[src/rtl/gpr_scoreboard.sv]
// gpr_scoreboard: 16 x 16-bit general-purpose register file with a
// write-reservation (busy) scoreboard for RAW hazard detection in decode.
// Two combinational read ports, one synchronous write-back port.
// Optional feature macro: GPR_WB_BYPASS_EN forwards write-back data and
// clears the busy bit combinationally in the write-back cycle.
module gpr_scoreboard #(
    parameter int DW   = 16,
    parameter int NREG = 16
) (
    input  logic                     clk,
    input  logic                     rst,
    input  logic [$clog2(NREG)-1:0]  r0_num_i,
    input  logic [$clog2(NREG)-1:0]  r1_num_i,
    output logic [DW-1:0]            r0_data_o,
    output logic [DW-1:0]            r1_data_o,
    input  logic                     w_reserve_i,
    input  logic [$clog2(NREG)-1:0]  w_reserve_num_i,
    output logic [NREG-1:0]          reserved_o,
    input  logic                     wb_i,
    input  logic [$clog2(NREG)-1:0]  wbr_num_i,
    input  logic [DW-1:0]            wb_data_i
);

    logic [DW-1:0]   regs [NREG];
    logic [NREG-1:0] busy;
    logic [NREG-1:0] busy_next;

    // Next busy map: write-back clears first, so a same-edge reserve of the
    // same register wins (a new producer is already in flight).
    always_comb begin
        busy_next = busy;
        if (wb_i) begin
            busy_next[wbr_num_i] = 1'b0;
        end
        if (w_reserve_i) begin
            busy_next[w_reserve_num_i] = 1'b1;
        end
    end

    // Register file and scoreboard update; reset clears everything and
    // overrides any write-back or reserve sampled on the same edge.
    always_ff @(posedge clk) begin
        if (!rst) begin
            for (int i = 0; i < NREG; i++) begin
                regs[i] <= '0;
            end
            busy <= '0;
        end else begin
            if (wb_i) begin
                regs[wbr_num_i] <= wb_data_i;
            end
            busy <= busy_next;
        end
    end

`ifdef GPR_WB_BYPASS_EN
    // Read ports with write-back forwarding; busy bit of the register being
    // written reads clear unless it is re-reserved on this same edge.
    always_comb begin
        r0_data_o  = regs[r0_num_i];
        r1_data_o  = regs[r1_num_i];
        reserved_o = busy;
        if (wb_i) begin
            if (r0_num_i == wbr_num_i) begin
                r0_data_o = wb_data_i;
            end
            if (r1_num_i == wbr_num_i) begin
                r1_data_o = wb_data_i;
            end
            if (!(w_reserve_i && (w_reserve_num_i == wbr_num_i))) begin
                reserved_o[wbr_num_i] = 1'b0;
            end
        end
    end
`else
    // Read ports return the stored value; busy map comes straight from flops.
    always_comb begin
        r0_data_o  = regs[r0_num_i];
        r1_data_o  = regs[r1_num_i];
        reserved_o = busy;
    end
`endif

endmodule

[config.mk]
export PLATFORM = sky130hd
export DESIGN_NAME = gpr_scoreboard
export DESIGN_NICKNAME = d
export VERILOG_FILES = /design/src/rtl/gpr_scoreboard.sv
export SDC_FILE = /design/constraint.sdc
export NUM_CORES = 1
export LEC_CHECK = 0
export ABC_AREA = 1
export BUFFER_PORTS_ARGS = -buffer_cell sky130_fd_sc_hd__buf_4
export CAP_MARGIN = 20
export CORE_ASPECT_RATIO = 2
export CORE_MARGIN = 5
export CORE_UTILIZATION = 38
export DETAILED_ROUTE_END_ITERATION = 6
export GPL_TIMING_DRIVEN = 0
export HOLD_SLACK_MARGIN = 0.05
export PLACE_DENSITY_LB_ADDON = 0.08
export SYNTH_ARGS = -nofsm -noshare
export SYNTH_HDL_FRONTEND = slang
export SYNTH_SLANG_ARGS = --single-unit
[constraint.sdc]
create_clock -name clk -period 2.5 [get_ports clk]
set_input_delay 0.125 -clock clk [delete_from_list [all_inputs] [get_ports clk]]
set_output_delay 0.125 -clock clk [all_outputs]
set_load 0.01 [all_outputs]
# After elaboration in Yosys (flattened, before gate mapping)
# Memory sizes are Yosys's and may differ from the RTL's.
# Index checks and enable logic that the tools add are counted.
# Widths: inputs -> output; s select.
# totals
ram_bits	256
n_memories	1
inputBits	36
word_cells	25
register_bits	16
output_inout_bits	48
# classes
reduce_logical	3
bitwise	3
muxes	13
n_lt_le_gt_ge	4
# mem_list
memory	words	word_bits	rd	rd_clocked_by_memory_dff	write_ports	line	source
regs	16	16	2	0	16	24	logic [DW-1:0] regs [NREG];
# op_table
cell	n
$mux 16	3
$and 16x16->16	1
$not 16->16	1
$or 16x16->16	1
$reduce_or 16->1	1
$lt 4x5->1 const B	2
$demux 1 s4	2
$ge 4x1->1 const B	2
$mux 1	7
$mux 4	1
$logic_and 1x1->1	2

# Depth between registers and ports, before layout
# Gate-level depths: netlist of run 1.
# depth
depth_word	9
mapped_depth	8
ltp_nobuf	6

# Least setup slack after synthesis of run 1
# Ideal clock, no wire load.
# synth_timing
path_kind	input -> register
from	input wbr_num_i[2]
to	memory regs[9][0] (enable)
arrival_time_ps	1244
path_slack_ps	885
cell_stages	6
n_path_buf	2
setup_time_ps	372
required_time_ps	2128
path_cell_list	inv_1 and3_1 clkbuf_1 nand3_2 buf_2 nand2_1
# synth_rtl
element	line	source
start: declaration	20	input logic [$clog2(NREG)-1:0] wbr_num_i,
end: declaration	24	

# Worst setup path in the final report of run 1
# layout_timing
from	input r1_num_i[0]
to	output r1_data_o[14]
# layout_via
elab_chain_cells	1
# layout_rtl
element	line	source
start: declaration	13	input logic [$clog2(NREG)-1:0] r1_num_i,
$mem_v2 16x16	n/a	
end: declaration	15	output logic [DW-1:0] r1_data_o,
# Every way passes these cells.

==> impl_metrics.json, run 1 <==
{
  "timing.final.crit_period_ns": 2.386,
  "synth_simple_gate_area_share_pct": 36.53,
  "die_y_um": 294.8,
  "cpMostUsedCell": "nand3_1",
  "insertion_delay_ns": 0.59,
  "antenna_found_initial": 1,
  "post-route-drc-count": 0,
  "p_sw_w": 0.003413,
  "synth.distinct_cells": 14,
  "fmax_ghz": 0.4191,
  "p_comb_share_pct": 16.5,
  "ctsHtreeMaxLevel": 1,
  "synthCells": 2034,
  "hold_violations": 0,
  "dp_hpwl_um": 54930,
  "start_util_pct": 38.33,
  "holdPathStages": 4,
  "grt_use_total_pct": 31.26,
  "grt_pass1_vias": 14820,
  "fin_skew_ns": 0,
  "synth-seq-cells": 272,
  "ios": 84,
  "cp_slowest_cell": "buf_1",
  "vias": 14910,
  "gp_congestion": 0.9967,
  "worstMarginPinSlew_ns": 1.092,
  "reg2reg_depth": 3,
  "finalSetupTns_ns": 0,
  "hp-class": "in -> reg",
  "startpoint_type": "primary input",
  "finalPower_w": 0.01160,
  "routed_wl_um": 71280,
  "detail-route-antenna-nets": 0,
  "core_area_um2": 40210,
  "drt-vias-per-instance": 5.470,
  "finalCritPeriodShare_pct": 95.44,
  "min_to": "reserved_o[7]",
  "crit_path_max_incr_delay_ns": 0.75,
  "gr-total-overflow": 0,
  "firstDrtPassIters": 5,
  "end_kind": "output port",
  "path_max_fanout": 10,
  "postLayoutCellArea_um2": 17900,
  "yosysWarnings": 0,
  "cts_root_buf": "clkbuf_16",
  "drive_gt1_share_pct": 9.298,
  "min_from": "rst",
  "critPathRequiredTime_ns": 2.38,
  "slew_headroom_pct": 27.18,
  "portBuffers": 79,
  "p_int_w": 0.008184,
  "worstReg2RegStart": "reserved_o[4]",
  "dieWidth_um": 152.4,
  "synth_top_family_by_area": "simple AND/OR/NAND/NOR gates",
  "cts.sinks": 272,
  "peakVddDrop_v": 0.0005883,
  "leakage_nw": 8.287,
  "fin_nets": 2209,
  "path_cells": "buf_4, inv_1, buf_2, buf_1, nand2_1, nand3_1, nand3_1, nand3_1, nand2_1, buf_4",
  "yosys.area_share.xor_xnor_pct": 0,
  "final_util_pct": 44.52,
  "muxShareOfSynthArea_pct": 0,
  "clock_path_buffers": 3,
  "rows": 104,
  "arrival_ns": 2.26,
  "syn2layout_area_growth_pct": 16.16,
  "synth.avg_cell_area_um2": 7.577,
  "cts_made_buffers": 28,
  "cts_tree": "done",
  "seq_area_frac_synth_pct": 51.96,
  "p_clk_share_pct": 37.8,
  "synth_nets": 2070,
  "seqPwrFrac_pct": 45.7,
  "clk_pin_slew_worst_paths_ns": 0.06,
  "critPathKind": "in -> out",
  "r2r-end": "reserved_o[4]",
  "drt_iter0_drc": 1344,
  "status": "completed",
  "rsz0062_at_grt": "false",
  "synth_fa_ha_area_share_pct": 0,
  "slew_violations": 0,
  "synth_compound_area_share_pct": 0.5196,
  "pwr_density_cell_nw_per_um2": 647.8,
  "reg2reg_slack_ns": 1.35,
  "p_sw_share_pct": 29.43,
  "dpl_cell_area_um2": 16670,
  "finalSetupViolCount": 0,
  "dieArea_um2": 44930,
  "max_cap_viol_count": 0,
  "grt_pass1_wl_um": 102100,
  "routedWlPerCell_um": 26.16,
  "synth_area_um2": 15410,
  "grt_max_degree": 17
}
-- cells in the mapped netlist (all sizes together) --
| cell type | number | share of area [%] |
|---|---|---|
| and3 | 1 | 0.041 |
| buf | 97 | 2.9 |
| clkbuf | 43 | 1.0 |
| dfxtp | 16 | 2.1 |
| edfxtp | 256 | 50 |
| inv | 288 | 7.0 |
| nand2 | 568 | 14 |
| nand3 | 484 | 16 |
| nor2 | 265 | 6.5 |
| o21ai | 16 | 0.52 |
-- stage by stage --
| step | worst slack (ns) | instances | hold slack, ns |
|---|---|---|---|
| 2_1_floorplan | 0.8848 | 2034 | 0.3208 |
| 3_3_place_gp | -0.1505 | 2643 | 0.4763 |
| 3_5_place_dp | -0.1534 | 2643 | 0.4773 |
| 4_1_cts | 0.04060 | 2724 | 0.05261 |
| 5_1_grt | 0.05761 | 2724 | 0.1055 |
| 6_report | 0.1141 | 2725 | 0.06280 |
-- layout make-up --
cell class	instances	area, um2
inverters	288	1081
clock inverters	9	85.08
fillers	4167	22310
well taps	530	663.1
repair buffers	109	893.4
flip-flops and latches	272	8008
diodes	1	2.502
plain buffers	140	611.8
clock buffers	42	844.6
multi-input cells	1334	5713
-- power groups by stage --
stage	Combinational, W	Sequential [W]	Clock, W
3_5_place_dp	0.00185	0.00540	0
4_1_cts	0.00189	0.00530	0.00441
3_3_place_gp	0.00184	0.00539	0
5_1_grt	0.00205	0.00532	0.00459
6_report	0.00191	0.00530	0.00439
2_1_floorplan	0.00101	0.00537	0
-- routing by layer --
layer	vias up	wire, um	GRT usage [%]
li1	6764	-	-
met2	734	37610	58.53
met1	7188	24300	32.89
met3	218	4021	3.629
met5	-	7	0
met4	2	5342	20.00
-- logic make-up after synthesis --
family,Yosys count
compound gates,16
buf+inv,428
flops,272
simple gates,1318
-- worst max path at each step --
stage                       startpoint  slack (ns)             to
after CTS                 wbr_num_i[0]        0.04    regs[12][9]
after floorplan           wbr_num_i[2]        0.88     regs[9][0]
after detailed placement           rst       -0.15    regs[7][15]
after global routing      wbr_num_i[0]        0.06    regs[8][10]
after global placement             rst       -0.15     regs[7][4]
final                      r1_num_i[0]        0.11  r1_data_o[14]
-- repair_timing --
action / in CTS / in global routing
setup buffers: 0 / 0
setup endpoints to repair: 0 / 16
resized for setup: 0 / 1
hold buffers: 30 / 0
hold endpoints to repair: 105 / 0
-- cells in the final DEF, fill, tap and decap left out --
cell type,instances
nor2_1,265
nand2_1,567
buf_4,79
buf_6,1
edfxtp_1,256
clkbuf_4,2
buf_1,33
clkinv_2,4
buf_2,63
nand2_2,1
clkbuf_16,31
clkinv_1,1
o21ai_0,16
clkinv_8,1
clkinv_4,1
diode_2,1
nand3_2,15
and3_1,1
dlygate4sd3_1,30
inv_4,1
bufinv_16,1
dfxtp_1,16
inv_1,286
clkbuf_1,50
clkbuf_8,2
nand3_1,469
inv_2,2
-- registers in the layout, summed over array words and instances (netlist names) --
register / flops
regs: 256
reserved_o: 16
-- worst max-delay path, delay by kind of cell --
kind / cells / cell delay (ns)
buffers and inverters: 5 / 1.45
and+or+nand+nor: 5 / 0.67
Power figures use the tool's default switching activity.
==> run 2, diff against run 1 <==
Settings changed: RECOVER_POWER set to 25.
==> impl_metrics.json, run 2 (synthesis gave the netlist of run 1 again) <==
{
  "fmax_ghz": 0.4163,
  "ios": 84,
  "post-route-drc-count": 0,
  "max_cap_viol_count": 0,
  "portBuffers": 79,
  "slew_violations": 0,
  "drt_iter0_drc": 1284,
  "insertion_delay_ns": 0.59,
  "layout_commonest_cell": "nand2_1",
  "finalCritPeriodShare_pct": 96.09,
  "dieWidth_um": 152.4,
  "cts_made_buffers": 28,
  "arrival_ns": 2.49,
  "grt_max_degree": 17,
  "rsz0062_at_grt": "false",
  "clock_path_buffers": 3,
  "gp_congestion": 0.9967,
  "cts_tree": "done",
  "path_max_fanout": 16,
  "syn2layout_area_growth_pct": 15.39,
  "regMostFlops": "regs",
  "pwr_density_cell_nw_per_um2": 652.1,
  "drive_gt1_share_pct": 7.840,
  "grt_pass1_wl_um": 102100,
  "placed_cells": 2643,
  "critPathKind": "in -> reg",
  "vias": 15000,
  "start_util_pct": 38.33,
  "firstDrtPassIters": 6,
  "gr-total-overflow": 0,
  "critPathRequiredTime_ns": 2.58,
  "startpoint_type": "primary input",
  "hp-class": "in -> reg",
  "worstReg2RegStart": "reserved_o[4]",
  "stdcell_count": 2724,
  "min_from": "rst",
  "worstMarginPinSlew_ns": 1.070,
  "dp_hpwl_um": 54930,
  "slew_headroom_pct": 28.65,
  "critPathLaunch": "rst",
  "routedWlPerCell_um": 26.19,
  "status": "completed",
  "layout_common_cells": "567 x nand2_1, 475 x nand3_1, 286 x inv_1",
  "cts_setup_buffers": 0,
  "leakage_nw": 8.190,
  "cts.sinks": 272,
  "hold_violations": 0,
  "ctsHtreeMaxLevel": 1,
  "antenna_found_initial": 1,
  "drt-vias-per-instance": 5.506,
  "rows": 104,
  "clk_pin_slew_worst_paths_ns": 0.06,
  "n_fill_cell": 4198,
  "routed_wl_um": 71340,
  "dieArea_um2": 44930,
  "finalSetupViolCount": 0,
  "dp_slack_ns": -0.1534,
  "fin_skew_ns": 0,
  "fin_ws_ns": 0.09776,
  "grt_pass1_vias": 14820,
  "detail-route-antenna-nets": 0,
  "die_y_um": 294.8,
  "end_kind": "flip-flop",
  "cts_root_buf": "clkbuf_16",
  "fin_nets": 2209,
  "core_area_um2": 40210,
  "grt_use_total_pct": 31.26,
  "largest_reg_flops": 256,
  "diodes": 0,
  "timing.final.crit_period_ns": 2.402,
  "peakVddDrop_v": 0.0005912
}
[run 2: metal layers]
metal,share of wire (%),global-route usage (%),up-vias
met5,0.0098,0,-
met4,7.7,20.00,2
met3,5.5,3.629,228
met2,52,58.53,790
met1,34,32.89,7219
li1,-,-,6758
[run 2: critical path, cell delays in order]
cell and delay, ns:
clkbuf_1 0.12, nand2_1 0.10, inv_1 0.08, buf_6 0.15, nand3_1 0.47, clkbuf_1 0.65
nand2_1 0.78
[run 2: what timing repair did]
action,4_1_cts,5_1_grt
endpoints found under the setup margin,0,16
hold buffers,30,0
hold endpoints to repair,105,0
resized for setup,0,1
[run 2: path summary, 6_finish.rpt]
path	depth (start not counted)	end	slack, ns
max	7	regs[5][12]	0.1
min	4	reserved_o[7]	0.08
max reg2reg	3	reserved_o[4]	1.36
min reg2reg	2	reserved_o[11]	0.49
[run 2: report_power, final]
| group | switching, W | internal [W] | total, W |
|---|---|---|---|
| registers | 0.0000693 | 0.00523 | 0.00530 |
| logic | 0.00140 | 0.000502 | 0.00190 |
| clock network | 0.00196 | 0.00245 | 0.00440 |
[run 2: through the flow]
stage	power, W	cell area (um2)	util [%]	TNS [ns]	hold WS [ns]
floorplan	0.006377	15410	-	0	0.3208
global placement	0.007229	16670	41.45	-8.004	0.4763
detailed placement	0.007244	16670	41.45	-14.58	0.4773
CTS	0.01159	17900	44.51	0	0.05261
global route	0.01194	17780	44.22	0	0.1256
finish	0.01160	17780	44.22	0	0.07829
[run 2: area by class of cell]
class                           count  area (um2)  area share (%)
Timing Repair Buffer              109       810.8           4.560
Inverter                          288        1081           6.079
Multi-Input combinational cell   1334        5683           31.96
Buffer                            140       606.8           3.413
Clock buffer                       42       844.6           4.749
Clock inverter                      9       85.08          0.4785
Tap cell                          530       663.1           3.729
Sequential cell                   272        8008           45.03
==> run 3, diff against run 2 <==
Settings changed: ABC_AREA 1 to not set.
==> impl_metrics.json, run 3 <==
{
  "stdcell_count": 1540,
  "synth_area_um2": 14040,
  "grt_use_total_pct": 20.82,
  "cts_hold_buffers": 25,
  "portBuffers": 79,
  "dp_hpwl_um": 32200,
  "finalCritPeriodShare_pct": 92.55,
  "hp-class": "in -> reg",
  "synth-seq-cells": 272,
  "arrival_ns": 2.19,
  "routed_wl_um": 42530,
  "cp_num_buf_inv": 3,
  "synth_top_family_by_area": "multiplexers",
  "synth_fa_ha_area_share_pct": 0,
  "leakage_nw": 5.741,
  "hold_violations": 0,
  "drt-vias-per-instance": 5.614,
  "cts_tree": "done",
  "fin_skew_ns": 0,
  "pwr_density_cell_nw_per_um2": 645.6,
  "end_kind": "output port",
  "clock_path_buffers": 3,
  "clk_pin_slew_worst_paths_ns": 0.06,
  "vias": 8646,
  "layout_common_cells": "256 x edfxtp_1, 236 x and2_1, 108 x mux4_2",
  "fmax_ghz": 0.4322,
  "critPathKind": "in -> out",
  "layout_commonest_cell": "edfxtp_1",
  "timing.final.crit_period_ns": 2.314,
  "largest_reg_flops": 256,
  "muxShareOfSynthArea_pct": 21.06,
  "regMostFlops": "regs",
  "start_util_pct": 38.43,
  "worstMarginPinSlew_ns": 1.699,
  "core_area_um2": 36540,
  "post_cts_resize_count": 0,
  "drive_gt1_share_pct": 23.39,
  "routedWlPerCell_um": 27.61,
  "dieArea_um2": 41130,
  "placed_cells": 1470,
  "rsz0062_at_grt": "false",
  "drt_iter0_drc": 569,
  "insertion_delay_ns": 0.53,
  "die_y_um": 281.9,
  "synth_compound_area_share_pct": 4.705,
  "yosys.area_share.xor_xnor_pct": 0,
  "cts.sinks": 272,
  "ys.flop_type": "edfxtp_1",
  "path_max_fanout": 10,
  "synth_area_leaders": "edfxtp_1 55%, mux4_2 17%, and2_1 11%",
  "crit_family": "buffers and inverters",
  "synthCells": 921,
  "path_cells": "clkbuf_1, buf_2, mux4_2, a22oi_1, nand2_1, buf_4",
  "ctsHtreeMaxLevel": 1,
  "synth_most_common_cell": "and2_1",
  "yosysTopAreaCellShare_pct": 54.74,
  "grt_max_degree": 15,
  "synth_nets": 957,
  "gp_congestion": 0.8379,
  "final_util_pct": 44.95,
  "cts_setup_buffers": 0,
  "syn2layout_area_growth_pct": 16.98,
  "yosys.area.top_type": "edfxtp_1",
  "post-route-drc-count": 0,
  "status": "finished, violations left",
  "dieWidth_um": 145.9,
  "slew_headroom_pct": -14.46,
  "yosysWarnings": 0,
  "firstDrtPassIters": 5,
  "cts_root_buf": "clkbuf_16",
  "critPathRequiredTime_ns": 2.38,
  "ios": 84,
  "antenna_found_initial": 1,
  "slew_violations": 7,
  "synth_edf_count": 256,
  "max_cap_viol_count": 1,
  "synth.distinct_cells": 27,
  "synth.avg_cell_area_um2": 15.25,
  "grt_pass1_wl_um": 62570,
  "gr-total-overflow": 0,
  "fin_nets": 1105,
  "synth_common_cells": "258 x and2_1, 256 x edfxtp_1, 108 x mux4_2",
  "reg2reg_slack_ns": 1.37,
  "finalSetupViolCount": 0,
  "async_reset_ff_share_pct": 0,
  "startpoint_type": "primary input",
  "crit_path_max_incr_delay_ns": 0.56,
  "seq_area_frac_synth_pct": 57.03,
  "synth_simple_gate_area_share_pct": 14.03,
  "diodes": 0,
  "cts_made_buffers": 26,
  "grt_pass1_vias": 9363,
  "violations": "max-capacitance violations, max-slew violations",
  "rows": 99,
  "detail-route-antenna-nets": 0,
  "peakVddDrop_v": 0.0005186,
  "cp_slowest_cell": "clkbuf_1"
}
-- run 3: cell types whose count changed after synthesis, moves of 56 or more --
cell     before  now
nand3_1     469    3
nor2_1      265   18
nand2_1     568   33
a22oi_1       0   64
inv_1       286   16
and2_1        0  258
mux4_2        0  108
buf_2        63    7
-- run 3: tightest hold or removal path, delay by kind of cell --
kind,cells,cell delay (ns)
AOI/OAI and AO/OA,1,0.08
buffers and inverters,2,0.35
and+or+nand+nor,1,0.21
-- run 3: per-stage QoR --
step	power, W	instance area, um2	hold WS (ns)	setup TNS [ns]	setup slack (ns)
floorplan	0.006214	14040	0.3232	0	0.2697
global placement	0.006805	15200	0.4630	-339.05	-1.649
detailed placement	0.006867	15520	0.4653	0	0.1477
CTS	0.01073	16570	0.2819	0	0.1425
global route	0.01098	16430	0.3026	0	0.07176
finish	0.01061	16430	0.2828	0	0.1863
-- run 3: final timing paths --
kind / from / end / cells past startpoint
max: r1_num_i[1] / r1_data_o[6] / 6
min: rst / reserved_o[12] / 4
max reg2reg: reserved_o[0] / reserved_o[0] / 3
min reg2reg: reserved_o[2] / reserved_o[2] / 2
-- run 3: area by class of cell --
class | count | area, um2
Tap cell | 454 | 568.0
Clock inverter | 3 | 15.01
Multi-Input combinational cell | 556 | 5593
Sequential cell | 272 | 8008
Fill cell | 3337 | 20110
Buffer | 77 | 385.4
Clock buffer | 42 | 784.5
Timing Repair Buffer | 120 | 1013
Inverter | 16 | 60.06
-- run 3: metal layers --
| metal | part of all wire (%) | global-route usage [%] | up-vias |
|---|---|---|---|
| li1 | - | - | 3858 |
| met1 | 37 | 23.57 | 4509 |
| met2 | 57 | 41.18 | 225 |
| met3 | 3.9 | 1.930 | 54 |
| met4 | 2.3 | 5.974 | 0 |
| met5 | 0 | 0 | - |
-- run 3: logic make-up after synthesis --
family	Yosys count
compound gates	96
mux	128
flops	272
simple gates	332
buf+inv	93
-- run 3: power breakdown --
group | switching (W) | leakage, nW | internal [W]
clock | 0.00170 | 0.396 | 0.00214
combinational | 0.000748 | 2.76 | 0.000651
sequential | 0.000122 | 2.58 | 0.00524
